## config.mk

```make
export PLATFORM = sky130hd
export DESIGN_NAME = serial_twos_complementer
export DESIGN_NICKNAME = d
export VERILOG_FILES = /design/src/rtl/serial_twos_complementer.sv
export SDC_FILE = /design/constraint.sdc
export NUM_CORES = 1
export LEC_CHECK = 0
export CAP_MARGIN = 0
export CORE_MARGIN = 4
export CORE_UTILIZATION = 39
export DETAILED_ROUTE_END_ITERATION = 10
export GPL_TIMING_DRIVEN = 0
export PLACE_DENSITY = 0.66
export SKIP_CTS_REPAIR_TIMING = 1
export SYNTH_ARGS = -nofsm -noshare
export SYNTH_HDL_FRONTEND = slang
export SYNTH_SLANG_ARGS = --single-unit
export TNS_END_PERCENT = 30
```

## constraint.sdc

```tcl
create_clock -name clk -period 2.49 [get_ports clk]
set_input_delay 0.498 -clock clk [delete_from_list [all_inputs] [get_ports clk]]
set_output_delay 0.498 -clock clk [all_outputs]
set_load 0.05 [all_outputs]
```

## src/rtl/serial_twos_complementer.sv

```systemverilog
// Serial two's complementer: shifts an operand out LSB first, inverting every
// bit above the first 1, and assembles the parallel result alongside.
//
// state | meaning
// IDLE  | waiting for start; result holds the last conversion
// SHIFT | one operand bit converted per edge, WIDTH edges in total
// DONE  | single cycle that raises the done pulse
module serial_twos_complementer #(
    parameter int WIDTH = 8
) (
    input  logic             clk,
    input  logic             rst_n,
    input  logic             start,
    input  logic [WIDTH-1:0] data_in,
    output logic             busy,
    output logic             serial_out,
    output logic             serial_valid,
    output logic [WIDTH-1:0] result,
    output logic             done
);

    localparam int CW = (WIDTH > 1) ? $clog2(WIDTH) : 1;
    localparam logic [CW-1:0] LAST = CW'(WIDTH - 1);

    typedef enum logic [1:0] {
        IDLE  = 2'd0,
        SHIFT = 2'd1,
        DONE  = 2'd2
    } state_t;

    state_t           state;
    state_t           state_nxt;
    logic [WIDTH-1:0] sr;
    logic [CW-1:0]    cnt;
    logic             seen_one;
    logic             cnt_last;
    logic             bit_out;

    assign cnt_last = (cnt == LAST);
    // Bits up to and including the first 1 pass through; later bits invert.
    assign bit_out  = sr[0] ^ seen_one;
    assign busy     = (state != IDLE);

    always_ff @(posedge clk or negedge rst_n) begin
        if (!rst_n) begin
            state <= IDLE;
        end else begin
            state <= state_nxt;
        end
    end

    always_comb begin
        state_nxt = state;
        case (state)
            IDLE:    if (start) state_nxt = SHIFT;
            SHIFT:   if (cnt_last) state_nxt = DONE;
            DONE:    state_nxt = IDLE;
            default: state_nxt = IDLE;
        endcase
    end

    always_ff @(posedge clk or negedge rst_n) begin
        if (!rst_n) begin
            sr           <= '0;
            cnt          <= '0;
            seen_one     <= 1'b0;
            result       <= '0;
            serial_out   <= 1'b0;
            serial_valid <= 1'b0;
            done         <= 1'b0;
        end else begin
            case (state)
                IDLE: begin
                    serial_valid <= 1'b0;
                    done         <= 1'b0;
                    if (start) begin
                        sr       <= data_in;
                        cnt      <= '0;
                        seen_one <= 1'b0;
                    end
                end
                SHIFT: begin
                    serial_out   <= bit_out;
                    serial_valid <= 1'b1;
                    result       <= {bit_out, result[WIDTH-1:1]};
                    seen_one     <= seen_one | sr[0];
                    sr           <= sr >> 1;
                    // Wrap to zero on the last bit so the count never passes WIDTH-1.
                    cnt          <= cnt_last ? '0 : cnt + CW'(1);
                end
                DONE: begin
                    done         <= 1'b1;
                    serial_valid <= 1'b0;
                end
                default: begin
                    serial_valid <= 1'b0;
                    done         <= 1'b0;
                end
            endcase
        end
    end

endmodule

```

==> results.sh <==
export IMPL_cts_clk_slew_worst_paths_ps=120
export IMPL_detailed_place_hpwl_um=1530
export IMPL_fmax_mhz=448
export IMPL_swShare_pct=44.6
export IMPL_r2r_end="cnt[2]"
export IMPL_rr_startpoint="cnt[0]"
export IMPL_p_clk_share_pct=10.6
export IMPL_seq_power_share_pct=36.7
export IMPL_critPathLaunch="state[0]"
export IMPL_drv_cap=0
export IMPL_first_global_vias=796
export IMPL_yosysUniqueCellTypes=23
export IMPL_ys_async_sr_fraction_pct=100
export IMPL_regArea_um2=601
export IMPL_worst_pin_slew_ps=1020
export IMPL_port_buffer_count=22
export IMPL_path_class="flop to output pin"
export IMPL_ir_drop_mv=0.847
export IMPL_synth_nets=116
export IMPL_status="finished clean"
export IMPL_rrSetupSlack_ps=1250
export IMPL_cts_root_buf="clkbuf_4"
export IMPL_synthTopCellsByArea="dfrtp_1 57%, nand2_1 9.3%, o22ai_1 7.7%, ha_1 3.6%, a21oi_1 3.3%"
export IMPL_switchingPower_w=0.000837
export IMPL_io_pin_count=23
export IMPL_cp_required_ps=1990
export IMPL_path_max_fanout=7
export IMPL_nets=143
export IMPL_drive_gt1_share_pct=10.2
export IMPL_cts_buffers=3
export IMPL_syn_avg_cell_area_um2=10.3
export IMPL_rsz0062_at_grt="no"
export IMPL_drt_iter0_markers=59
export IMPL_vias_per_cell=5.28
export IMPL_totalPowerFinal_w=0.00188
export IMPL_postSynthCellCount=102
export IMPL_min_path_type="flop to flop"
export IMPL_utilization_pct=53.3
export IMPL_fillers=244
export IMPL_synth_most_common_cell="nand2_1"
export IMPL_endpoint="busy"
export IMPL_grt_first_pass_wirelength_um=3640
export IMPL_yosysTopAreaCellShare_pct=57.2
export IMPL_crit_arrival_ps=1730
export IMPL_tns_ps=0
export IMPL_pwr_share_comb_pct=52.8
export IMPL_hold_violations=0
export IMPL_setup_violations=0
export IMPL_ys_ff_latch=24
export IMPL_yosys_warnings=0
export IMPL_leakagePower_nw=0.625
export IMPL_grt_max_degree=25
export IMPL_coreArea_um2=2520
export IMPL_cts_sinks=24
export IMPL_ys_seq_area_share_pct=57.2
export IMPL_pwr_density_cell_nw_per_um2=1400
export IMPL_antenna_left=0
export IMPL_synth_edf_count=0
export IMPL_reg2reg_depth=3
export IMPL_drtPass1Iterations=4
export IMPL_cp_start_kind="flop"
export IMPL_die_h_um=59.9
export IMPL_drc=0
export IMPL_clkLatencyLatePin_ps=310
export IMPL_syn_cell_area_um2=1050
export IMPL_antenna_found_initial=0
export IMPL_cts_tree="built"
export IMPL_cts_buffer_depth=2
export IMPL_internal_power_w=0.00104
export IMPL_yosys_top_cells_count="26 x nand2_1, 24 x dfrtp_1, 13 x o22ai_1"
export IMPL_wire_per_inst_um=13.1
export IMPL_start_util_pct=41.6
export IMPL_endpoint_kind="output pin"
export IMPL_yosysTopAreaCell="dfrtp_1"
export IMPL_synthFlopType="dfrtp_1"
export IMPL_routed_wl_um=2070
export IMPL_grt_use_total_pct=13.2
export IMPL_min_period_ps=2230
export IMPL_gp_congestion=0.775
export IMPL_diodes=0
export IMPL_grt_overflow_total=0
export IMPL_syn_to_final_growth_pct=28.0
export IMPL_multi_input_area_um2=378
export IMPL_rows=18
export IMPL_h_tree_depth=1
export IMPL_die_area_um2=3590
export IMPL_die_w_um=59.9
export IMPL_fin_crit_sh_pct=89.7
export IMPL_clock_skew_ps=1.85
export IMPL_slew_headroom_pct=31.6
export IMPL_dr_total_vias=834
export IMPL_drv_slew=0
-- metrics by stage --
stage                     std cells  worst slack (ps)  hold WS (ps)  area, um^2
final                           158               257           498        1340
after global routing            158               167           535        1340
after detailed placement        154               609           475        1310
after floorplan                 102              1070           202        1050
after global placement          154               614           460        1310
after CTS                       158               246           505        1340
-- logic make-up after synthesis --
logic type	share of synthesized area, %
simple gates	14.9
compound gates	17.5
flops	57.2
buf+inv	6.79
fa+ha+maj	3.58
-- worst min path at each step --
stage,start,endpoint,cells past startpoint
2_1_floorplan,rst_n,cnt[0],0
3_3_place_gp,result[0],result[0],2
3_5_place_dp,result[0],result[0],2
4_1_cts,result[0],result[0],2
5_1_grt,result[0],result[0],2
6_report,result[0],result[0],2
-- final cells by class --
| type | instances | area share [%] |
|---|---|---|
| buffer | 5 | 3.45 |
| clock buffer | 4 | 2.70 |
| inverter | 6 | 1.86 |
| multi-input combinational | 67 | 28.1 |
| sequential | 24 | 44.7 |
| tap | 30 | 2.79 |
| timing repair buffer | 22 | 16.4 |
-- flip-flops by register name, indices dropped and copies added, names as in the netlist --
name	cells
seen_one	1
state	2
done	1
cnt	3
serial_out	1
result	7
sr	8
serial_valid	1
-- per-layer routing --
layer	wire length, um	up-vias	global-route usage (%)
li1	-	403	-
met1	921	408	17.8
met2	1030	21	21.3
met3	109	2	3.89
met4	12	0	1.90
met5	0	-	0
-- cell usage in the layout, fill, tap and decap left out, types with 2 or more instances in the layout --
cell type / Yosys / final
clkbuf_4: 0 / 3
o22ai_1: 13 / 13
inv_1: 5 / 5
nand2b_1: 2 / 2
ha_1: 3 / 3
nor2_1: 4 / 4
a22o_1: 2 / 2
dfrtp_1: 24 / 24
nand2_1: 26 / 26
a21oi_1: 7 / 7
buf_6: 3 / 3
clkdlybuf4s50_1: 0 / 22
-- power groups by stage --
stage	Clock, W	Combinational, W	Sequential, W
global route	0.000223	0.00108	0.000714
global placement	0	0.000977	0.000687
CTS	0.000208	0.00101	0.000689
floorplan	0	0.000501	0.000896
finish	0.000198	0.000991	0.000688
detailed placement	0	0.00100	0.000698
-- critical path, stage by stage, from the launching register on --
cell	delay, ps
dfrtp_1	470
nor2_1	110
inv_1	60
clkdlybuf4s50_1	790
Note: power is estimated with default switching activity, not from simulation.
